`src/rtl/cpu_controller_if.sv`:
```
// Control bundle between cpu_controller (master) and the datapath/memory side (slave).
interface cpu_controller_if;
  logic [2:0] opcode;
  logic [1:0] op;
  logic [2:0] nsel;
  logic [1:0] vsel;
  logic       loada;
  logic       loadb;
  logic       loadc;
  logic       loads;
  logic       asel;
  logic       bsel;
  logic       write;
  logic       load_ir;
  logic       load_pc;
  logic       reset_pc;
  logic       load_addr;
  logic       addr_sel;
  logic [1:0] mem_cmd;
  logic       halted;

  modport master (
    input  opcode, op,
    output nsel, vsel, loada, loadb, loadc, loads, asel, bsel, write,
           load_ir, load_pc, reset_pc, load_addr, addr_sel, mem_cmd, halted
  );

  modport slave (
    output opcode, op,
    input  nsel, vsel, loada, loadb, loadc, loads, asel, bsel, write,
           load_ir, load_pc, reset_pc, load_addr, addr_sel, mem_cmd, halted
  );
endinterface

```
`src/rtl/cpu_controller.sv`:
```
// Moore control FSM for the simple CPU: fetch, decode, ALU, LDR/STR and optional HALT.
// Define CPU_CONTROLLER_HALT_EN to make opcode 111 halt; otherwise it is a NOP.
module cpu_controller (
  input  logic          clk,
  input  logic          reset,
  cpu_controller_if.master bus
);

  typedef enum logic [4:0] {
    S_RST,
    S_IF1,
    S_IF2,
    S_UPC,
    S_DEC,
    S_WIMM,
    S_GETA,
    S_GETB,
    S_EXEC,
    S_EXECZ,
    S_WREG,
    S_CMPS,
    S_ADDRL,
    S_LADRL,
    S_MRD,
    S_MWB,
    S_ADDRS,
    S_LADRS,
    S_GETD,
    S_PASS,
    S_MST
`ifdef CPU_CONTROLLER_HALT_EN
    , S_HALT
`endif
  } state_e;

  typedef struct packed {
    logic [2:0] nsel;
    logic [1:0] vsel;
    logic       loada;
    logic       loadb;
    logic       loadc;
    logic       loads;
    logic       asel;
    logic       bsel;
    logic       write;
    logic       load_ir;
    logic       load_pc;
    logic       reset_pc;
    logic       load_addr;
    logic       addr_sel;
    logic [1:0] mem_cmd;
`ifdef CPU_CONTROLLER_HALT_EN
    logic       halted;
`endif
  } ctl_t;

  state_e state_q, state_d;
  ctl_t   ctl_q;

  // Opcode is only consulted in DEC/GETA/GETB, so the LDR/STR and MOV/MVN
  // distinctions are carried forward as separate states.
  function automatic ctl_t decode(input state_e s);
    ctl_t c;
    c = '0;
    case (s)
      S_RST:   begin c.reset_pc = 1'b1; c.load_pc = 1'b1; end
      S_IF1:   begin c.addr_sel = 1'b1; c.mem_cmd = 2'b01; end
      S_IF2:   begin c.addr_sel = 1'b1; c.mem_cmd = 2'b01; c.load_ir = 1'b1; end
      S_UPC:   c.load_pc = 1'b1;
      S_WIMM:  begin c.nsel = 3'b001; c.vsel = 2'b10; c.write = 1'b1; end
      S_GETA:  begin c.nsel = 3'b001; c.loada = 1'b1; end
      S_GETB:  begin c.nsel = 3'b100; c.loadb = 1'b1; end
      S_EXEC:  c.loadc = 1'b1;
      S_EXECZ: begin c.loadc = 1'b1; c.asel = 1'b1; end
      S_WREG:  begin c.nsel = 3'b010; c.vsel = 2'b00; c.write = 1'b1; end
      S_CMPS:  c.loads = 1'b1;
      S_ADDRL,
      S_ADDRS: begin c.bsel = 1'b1; c.loadc = 1'b1; end
      S_LADRL,
      S_LADRS: c.load_addr = 1'b1;
      S_MRD:   c.mem_cmd = 2'b01;
      S_MWB:   begin
        c.mem_cmd = 2'b01; c.nsel = 3'b010; c.vsel = 2'b11; c.write = 1'b1;
      end
      S_GETD:  begin c.nsel = 3'b010; c.loadb = 1'b1; end
      S_PASS:  begin c.asel = 1'b1; c.loadc = 1'b1; end
      S_MST:   c.mem_cmd = 2'b10;
`ifdef CPU_CONTROLLER_HALT_EN
      S_HALT:  c.halted = 1'b1;
`endif
      default: c = '0;
    endcase
    return c;
  endfunction

  always_comb begin
    state_d = state_q;
    case (state_q)
      S_RST:   state_d = S_IF1;
      S_IF1:   state_d = S_IF2;
      S_IF2:   state_d = S_UPC;
      S_UPC:   state_d = S_DEC;
      S_DEC: begin
        casez ({bus.opcode, bus.op})
          5'b110_10: state_d = S_WIMM;
          5'b110_00: state_d = S_GETB;
          5'b101_00,
          5'b101_01,
          5'b101_10: state_d = S_GETA;
          5'b101_11: state_d = S_GETB;
          5'b011_??,
          5'b100_??: state_d = S_GETA;
`ifdef CPU_CONTROLLER_HALT_EN
          5'b111_??: state_d = S_HALT;
`endif
          default:   state_d = S_IF1;
        endcase
      end
      S_GETA: begin
        case (bus.opcode)
          3'b101:  state_d = S_GETB;
          3'b011:  state_d = S_ADDRL;
          3'b100:  state_d = S_ADDRS;
          default: state_d = S_IF1;
        endcase
      end
      S_GETB: begin
        case ({bus.opcode, bus.op})
          5'b101_01: state_d = S_CMPS;
          5'b101_11,
          5'b110_00: state_d = S_EXECZ;
          default:   state_d = S_EXEC;
        endcase
      end
      S_EXEC,
      S_EXECZ: state_d = S_WREG;
      S_ADDRL: state_d = S_LADRL;
      S_LADRL: state_d = S_MRD;
      S_MRD:   state_d = S_MWB;
      S_ADDRS: state_d = S_LADRS;
      S_LADRS: state_d = S_GETD;
      S_GETD:  state_d = S_PASS;
      S_PASS:  state_d = S_MST;
`ifdef CPU_CONTROLLER_HALT_EN
      S_HALT:  state_d = S_HALT;
`endif
      default: state_d = S_IF1;
    endcase
  end

  // Outputs are registered from the next state, so they stay a pure function of state_q.
  always_ff @(posedge clk) begin
    if (reset) begin
      state_q <= S_RST;
      ctl_q   <= decode(S_RST);
    end else begin
      state_q <= state_d;
      ctl_q   <= decode(state_d);
    end
  end

  assign bus.nsel      = ctl_q.nsel;
  assign bus.vsel      = ctl_q.vsel;
  assign bus.loada     = ctl_q.loada;
  assign bus.loadb     = ctl_q.loadb;
  assign bus.loadc     = ctl_q.loadc;
  assign bus.loads     = ctl_q.loads;
  assign bus.asel      = ctl_q.asel;
  assign bus.bsel      = ctl_q.bsel;
  assign bus.write     = ctl_q.write;
  assign bus.load_ir   = ctl_q.load_ir;
  assign bus.load_pc   = ctl_q.load_pc;
  assign bus.reset_pc  = ctl_q.reset_pc;
  assign bus.load_addr = ctl_q.load_addr;
  assign bus.addr_sel  = ctl_q.addr_sel;
  assign bus.mem_cmd   = ctl_q.mem_cmd;
`ifdef CPU_CONTROLLER_HALT_EN
  assign bus.halted    = ctl_q.halted;
`else
  assign bus.halted    = 1'b0;
`endif

endmodule

```
`src/flat_wrapper.sv`:
```
// flat-port wrapper written by rule: the top's interface ports become plain ports
module cpu_controller_flat 
  (clk, reset, bus_opcode, bus_op, bus_nsel, bus_vsel, bus_loada, bus_loadb, bus_loadc, bus_loads, bus_asel, bus_bsel, bus_write, bus_load_ir, bus_load_pc, bus_reset_pc, bus_load_addr, bus_addr_sel, bus_mem_cmd, bus_halted);
  cpu_controller_if bus_i ();
  input  logic clk;
  input  logic reset;
  input wire logic [$bits(bus_i.opcode)-1:0] bus_opcode;
  input wire logic [$bits(bus_i.op)-1:0] bus_op;
  output wire logic [$bits(bus_i.nsel)-1:0] bus_nsel;
  output wire logic [$bits(bus_i.vsel)-1:0] bus_vsel;
  output wire logic [$bits(bus_i.loada)-1:0] bus_loada;
  output wire logic [$bits(bus_i.loadb)-1:0] bus_loadb;
  output wire logic [$bits(bus_i.loadc)-1:0] bus_loadc;
  output wire logic [$bits(bus_i.loads)-1:0] bus_loads;
  output wire logic [$bits(bus_i.asel)-1:0] bus_asel;
  output wire logic [$bits(bus_i.bsel)-1:0] bus_bsel;
  output wire logic [$bits(bus_i.write)-1:0] bus_write;
  output wire logic [$bits(bus_i.load_ir)-1:0] bus_load_ir;
  output wire logic [$bits(bus_i.load_pc)-1:0] bus_load_pc;
  output wire logic [$bits(bus_i.reset_pc)-1:0] bus_reset_pc;
  output wire logic [$bits(bus_i.load_addr)-1:0] bus_load_addr;
  output wire logic [$bits(bus_i.addr_sel)-1:0] bus_addr_sel;
  output wire logic [$bits(bus_i.mem_cmd)-1:0] bus_mem_cmd;
  output wire logic [$bits(bus_i.halted)-1:0] bus_halted;
  assign bus_i.opcode = bus_opcode;
  assign bus_i.op = bus_op;
  assign bus_nsel = bus_i.nsel;
  assign bus_vsel = bus_i.vsel;
  assign bus_loada = bus_i.loada;
  assign bus_loadb = bus_i.loadb;
  assign bus_loadc = bus_i.loadc;
  assign bus_loads = bus_i.loads;
  assign bus_asel = bus_i.asel;
  assign bus_bsel = bus_i.bsel;
  assign bus_write = bus_i.write;
  assign bus_load_ir = bus_i.load_ir;
  assign bus_load_pc = bus_i.load_pc;
  assign bus_reset_pc = bus_i.reset_pc;
  assign bus_load_addr = bus_i.load_addr;
  assign bus_addr_sel = bus_i.addr_sel;
  assign bus_mem_cmd = bus_i.mem_cmd;
  assign bus_halted = bus_i.halted;
  cpu_controller u_core (.clk(clk), .reset(reset), .bus(bus_i));
endmodule
```
`config.mk`:
```
export PLATFORM = sky130hd
export DESIGN_NAME = cpu_controller_flat
export DESIGN_NICKNAME = d
export VERILOG_FILES = /design/src/rtl/cpu_controller_if.sv /design/src/rtl/cpu_controller.sv /design/src/flat_wrapper.sv
export SDC_FILE = /design/constraint.sdc
export NUM_CORES = 1
export LEC_CHECK = 0
export CAP_MARGIN = 20
export CORE_MARGIN = 1.5
export CORE_UTILIZATION = 40
export CTS_CLUSTER_SIZE = 12
export DETAILED_ROUTE_END_ITERATION = 7
export PLACE_DENSITY = 0.78
export SLEW_MARGIN = 10
export SYNTH_ARGS = -nofsm -noshare
export SYNTH_HDL_FRONTEND = slang
export SYNTH_SLANG_ARGS = --single-unit
```
`constraint.sdc`:
```
create_clock -name clk -period 3.3 [get_ports clk]
set_clock_uncertainty 0.15 [all_clocks]
set_input_delay 0.495 -clock clk [delete_from_list [all_inputs] [get_ports clk]]
set_output_delay 0.495 -clock clk [all_outputs]
set_load 0.005 [all_outputs]
```
==> flow_metrics.py <==
metrics = {
    "sta": {
        "final-setup-viol-count": 0,
        "fin_tns_setup_ns": 0,
        "timing.fmax_ghz": 0.3662,
        "count_of_final_max_slew_check_failures": 0,
        "max_slew_margin_pct": 62.44,
        "setup_repair_after_global_routing_missed_its_margin": "no",
        "worst_slew_pin_slew_ns": 0.5617,
        "timing.final.crit_share_pct": 82.76,
        "fin_crit_ns": 2.731,
        "holdWs_ns": 0.7396,
        "hold_viol_final": 0,
    },
    "die": {
        "std_cell_rows": 19,
        "chipWidth_microns": 58.42,
        "floorplan.initialDensity_pct": 43.43,
        "fp.dieArea_sq_um": 3413,
        "core_area_sq_um": 2829,
        "floorplan.die.height_microns": 58.42,
        "boundaryPins": 27,
    },
    "global_routing": {
        "grt_pass1_vias": 873,
        "maximum_number_of_pins_on_one_net_before_global_route_repair": 18,
        "grt_pass1_wl_microns": 4174,
        "grt-ovfl-total": 0,
        "globalRouteTotalUtil_pct": 15.66,
        "grt_antenna_before_repair": 0,
    },
    "clock_tree": {
        "cts_tree": "done",
        "cts_hold_buffers": 0,
        "root_buffer": "clkbuf_4",
        "cts.sink_count": 24,
        "clock_tree.htree_level_count": 1,
        "clock_latency_on_the_worst_skew_pair_ns": 0.30,
        "postCtsResizedCells": 0,
        "cts_setup_buffers": 0,
        "cts_buffers": 3,
        "clk_pin_slew_worst_paths_ns": 0.11,
        "cts-root-to-sink-buffers": 2,
    },
    "min_path": {
        "min_path_type": "reg -> reg",
    },
    "power_and_ir_drop": {
        "leakagePower_nw": 0.5613,
        "max-vdd-ir-drop_mv": 0.3617,
        "cellPowerDensity_nw_per_um2": 581.5,
    },
    "yosys": {
        "synth_compound_gate_area_share_pct": 19.96,
        "synth_fp_nets": 142,
        "syn-mean-instance-area_sq_um": 9.101,
        "synth_cells": 135,
        "synth.yosys.warnings": 0,
        "share_of_async_settable_or_async_resettable_flops_after_synthesis_pct": 0,
        "synth_top_family_by_area": "simple AND/OR/NAND/NOR gates",
        "synth_xor_area_share_pct": 0.7128,
        "synthMuxAreaShare_pct": 1.731,
        "synth_cell_type_count": 54,
        "post_synth_fa_ha_maj_area_fraction_pct": 0,
        "sequential_cell_area_fraction_in_the_yosys_report_pct": 39.10,
        "most_used_flip_flop_cell_after_synthesis": "dfxtp_1",
        "synth_simple_gate_area_share_pct": 31.06,
        "syn_area_sq_um": 1229,
        "ys_seq_elements": 24,
        "synth_enable_flop_cells": 0,
    },
    "critical_path": {
        "path_max_fanout": 10,
        "startpoint_type": "input port",
        "crit_path_cell_trace": "clkdlybuf4s50_1 -> o21ai_0 -> a221o_1 -> a221oi_2 -> nor2_1 -> o2111a_2 -> a211o_1",
        "max_stage_delay_ns": 0.62,
        "crit_arrival_ns": 2.78,
        "critPathRequiredTime_ns": 3.35,
        "critPathSlowestCell": "clkdlybuf4s50_1",
        "worst-setup-path-type": "in -> reg",
        "worstSetupEndpointType": "register",
    },
    "routing": {
        "detail_route_antenna_nets": 0,
        "first_pass_iters": 4,
        "detailroute.via_count": 1031,
        "initialDrtViolationCount": 21,
        "drt_drc_violations_left": 0,
        "route.final.wire_length_microns": 2437,
        "avgRoutedWirePerCell_microns": 13.24,
        "detail_route.vias_per_cell": 5.603,
    },
    "layout": {
        "finish.instance_area_sq_um": 1485,
        "final_nets": 161,
        "syn2layout_area_growth_pct": 20.88,
        "layout_cells_sized_above_1_pct": 11.76,
        "post-route-util_pct": 52.50,
        "insertedDiodeCount": 0,
        "fillers": 263,
    },
    "status": {
        "run_status": "completed",
    },
    "job": {
        "max_cap_violations": 0,
    },
    "place": {
        "gp_congestion": 0.8280,
        "buffer_ports.inserted": 25,
        "placed_cell_area_sq_um": 1449,
        "hpwlAfterDp_microns": 1816,
    },
}
==> cells by family (layout without fill, tap and decap cells) <==
logic type,count (synthesis),in the layout
and+or+nand+nor,60,60
AOI/OAI and AO/OA,32,32
DFF,24,24
buffers and inverters,15,33
muxes,2,2
other,1,1
xor gates and xnor gates,1,1
==> synth_stat cells, types with 3 or more instances <==
cell type	count	area share, %
nand2_1	5	1.5
nor3_1	5	2.0
nand2b_1	5	2.5
nor2b_1	3	1.5
o21ai_1	3	1.2
clkbuf_1	3	0.92
dfxtp_1	24	39
inv_1	3	0.92
buf_2	4	1.6
nand3_1	3	1.2
nor4_1	4	2.0
buf_4	3	1.8
nand3b_1	4	2.4
a21oi_1	6	2.4
nor2_1	12	3.7
==> critical path, delay by kind of cell <==
kind / cells / cell delay [ns]
AO/OA/AOI/OAI: 5 / 1.53
buffers and inverters: 1 / 0.62
AND/OR/NAND/NOR: 1 / 0.13
==> flip-flops by register name (all words and copies together) (netlist names) <==
signal                cells
u_core.state_q            5
u_core.bus.nsel           3
u_core.bus.mem_cmd        2
u_core.bus.vsel           2
u_core.bus.addr_sel       1
u_core.bus.asel           1
u_core.bus.bsel           1
u_core.bus.load_addr      1
u_core.bus.load_ir        1
u_core.bus.load_pc        1
u_core.bus.loada          1
u_core.bus.loadb          1
u_core.bus.loadc          1
u_core.bus.loads          1
u_core.bus.reset_pc       1
u_core.bus.write          1
==> final timing paths <==
check	start	endpoint	slack [ns]	depth (start not counted)
max	bus_opcode[0]	u_core.bus.write	0.57	7
max reg2reg	u_core.state_q[1]	u_core.bus.write	0.91	6
min reg2reg	u_core.state_q[1]	u_core.bus.loadb	0.74	4
min	u_core.state_q[1]	u_core.bus.loadb	0.74	4
==> cells in the final DEF (no fill, tap or decap), types with 2 or more instances in the layout <==
cell,count
a21boi_1,2
a21o_1,2
a21oi_1,6
and3_1,2
and3b_1,2
clkbuf_4,3
clkdlybuf4s50_1,25
dfxtp_1,24
inv_1,3
nand2_1,5
nand2b_1,5
nand3_1,3
nand3b_1,4
nor2_1,12
nor2b_1,3
nor3_1,5
nor3b_1,2
nor4_1,4
o211ai_1,2
o21ai_0,2
o21ai_1,3
or2_1,2
==> power by group <==
part	switching, mW	internal, mW	leakage (nW)	total (mW)
combinational	0.190	0.165	0.345	0.355
sequential	0.0389	0.326	0.195	0.365
clock	0.0766	0.0673	0.0210	0.144
==> metal layers <==
metal	part of all wire [%]	global-route usage [%]
met2	47	23.43
met4	0.66	3.322
met3	4.4	3.956
met1	48	22.77
met5	0	0
==> layout make-up <==
class	instances	area [sq um]	share of cell area [%]
Multi-Input combinational cell	96	660.6	44.48
Inverter	3	11.26	0.7582
Clock buffer	4	36.28	2.443
Tap cell	31	38.79	2.612
Sequential cell	24	480.5	32.35
Timing Repair Buffer	26	257.7	17.35
==> metrics by stage <==
| step | std cells | setup WS (ns) | power [mW] |
|---|---|---|---|
| after floorplan | 135 | 1.058 | 0.6293 |
| after global routing | 184 | 0.4399 | 0.9316 |
| after global placement | 180 | 0.3646 | 0.7201 |
| after detailed placement | 180 | 0.2760 | 0.7220 |
| after CTS | 184 | 0.6008 | 0.8661 |
| final | 184 | 0.5691 | 0.8636 |
Note: power is estimated with default switching activity, not from simulation.
==> edit (same settings) <==
Build with the macro `CPU_CONTROLLER_HALT_EN` defined.
--- a/src/rtl/cpu_controller.sv
+++ b/src/rtl/cpu_controller.sv
@@ -1,5 +1,7 @@
 // Moore control FSM for the simple CPU: fetch, decode, ALU, LDR/STR and optional HALT.
 // Define CPU_CONTROLLER_HALT_EN to make opcode 111 halt; otherwise it is a NOP.
+`define CPU_CONTROLLER_HALT_EN
+
 module cpu_controller (
   input  logic          clk,
   input  logic          reset,
Behaviour: not the same (a bounded check fails within 10 cycles, from zero or initial values and one cycle with reset high).
==> edit against the original RTL <==
Wire length increased by 13%. Utilization decreased by 0.16 points. Synthesized area increased by 7.4%. Final area increased by 9.4%. Sequential cell count increased by 1. Total power increased by 37%. Worst setup slack improved by 0.031 ns. Sequential power increased by 17%. Fmax increased by 1.1%. Critical path type unchanged.
==> edit: results <==
[status]
outcome = "completed"

[clock_network]
clkTransAtPathRegs_ns = 0.13
clockBufferDepth = 2
clk_latency_ns = 0.32
postCtsSetupBuffers = 0
h-tree-depth = 1
root_buffer = "clkbuf_4"
cts_made_buffers = 3
cts-resized-gates = 0

[critical_path]
startpoint = "bus_op[1]"
cp.arrival_ns = 2.77
critical_path_peak_fanout = 11
rr_startpoint = "u_core.state_q[1]"
r2r.worst_path.cells = 7
reg2reg_slack_ns = 0.67
r2r-end = "u_core.bus.mem_cmd[0]"

[layout]
layout.nets = 180
final_cells = 216
top_register = "u_core.state_q"
largest_register_ff_count = 5
diodes = 0
nFillCells = 303
drive_above_1_share = 0.105

[place]
place_inst = 212
placed_area_mm2 = 0.00159
place_hpwl_mm = 2.09
port_buffers = 26
gp_congestion = 0.878
place_ws_ns = 0.270

[synth]
synth_xor_area_frac = 0.00664
yosys.cell_types.count = 56
yosys-top-cells-count = "dfxtp_1, nor2_1, buf_2"
synth_compound_area_frac = 0.207
seq_area_frac_synth = 0.379
synthMuxAreaShare = 0.00853
async_reset_ff_frac = 0
yosys_warnings = 0
synth.area.top_cells = "dfxtp_1, nor2_1, buf_2, nand2b_1, and3b_1"
netlist_instances = 151
synthAdderAreaFrac = 0
synth_flop_cell = "dfxtp_1"
synth_nets = 158

[hold_path]
min_to = "u_core.bus.load_pc"
hold_path.startpoint = "u_core.state_q[4]"
holdPathStages = 1
hold_class = "flip-flop to flip-flop"

[power_and_ir_drop]
ir_worst_vdd_mv = 0.430
leakage_nw = 0.566

[routing]
wire_per_inst_um = 12.7
viasPerCell = 5.40
drt_iter0_markers = 37

[global_route]
grt_pass1_vias = 1051
grt_max_degree = 20
grt_util_all_layers = 0.167
antenna_found_initial = 0
grt_pass1_wl_mm = 4.66

[timing]
whs_ns = 0.595
worst_pin_slew_ns = 0.613
==> edit: routing by layer <==
metal	track usage	routed length, um	vias to the layer above	part of all wire
li1	-	-	591	-
met1	0.221	1210	528	0.44
met2	0.275	1340	43	0.49
met3	0.0384	171	5	0.062
met4	0.0466	31	0	0.011
met5	0	0	-	0
==> edit: cell type report <==
class | instances | area [um^2] | area share
clock inverters | 1 | 7.51 | 0.00462
inverters | 5 | 18.8 | 0.0116
repair buffers | 32 | 305 | 0.188
clock buffers | 3 | 22.5 | 0.0139
well taps | 44 | 55.1 | 0.0339
multi-input cells | 106 | 714 | 0.440
flip-flops and latches | 25 | 500 | 0.308
==> edit: how the worst max path moves through the flow <==
stage                     slack (ns)                     to
after CTS                       0.62  u_core.bus.mem_cmd[0]
after global routing            0.44       u_core.bus.loadb
after detailed placement        0.27  u_core.bus.mem_cmd[0]
after global placement          0.28       u_core.bus.loadb
final                           0.60  u_core.bus.mem_cmd[0]
after floorplan                 0.99       u_core.bus.loadb
==> edit: kinds of logic (layout without fill, tap and decap cells) <==
logic type      count (synthesis)  after routing
compound gates                 37             37
simple gates                   67             67
flops                          25             25
buf+inv                        20             41
mux                             1              1
xor+xnor                        1              1
==> edit: report_power, final <==
group	internal, mW	switching (mW)
Sequential	0.363	0.0636
Clock	0.0464	0.0877
Combinational	0.309	0.316
==> edit: critical path: stages <==
cell and delay [ns]:
clkdlybuf4s50_1 0.48, nor2b_1 0.18, o2111a_1 0.23, a311o_1 0.35
nor4_4 0.54, buf_4 0.24, xnor2_1 0.15, o2bb2ai_1 0.10
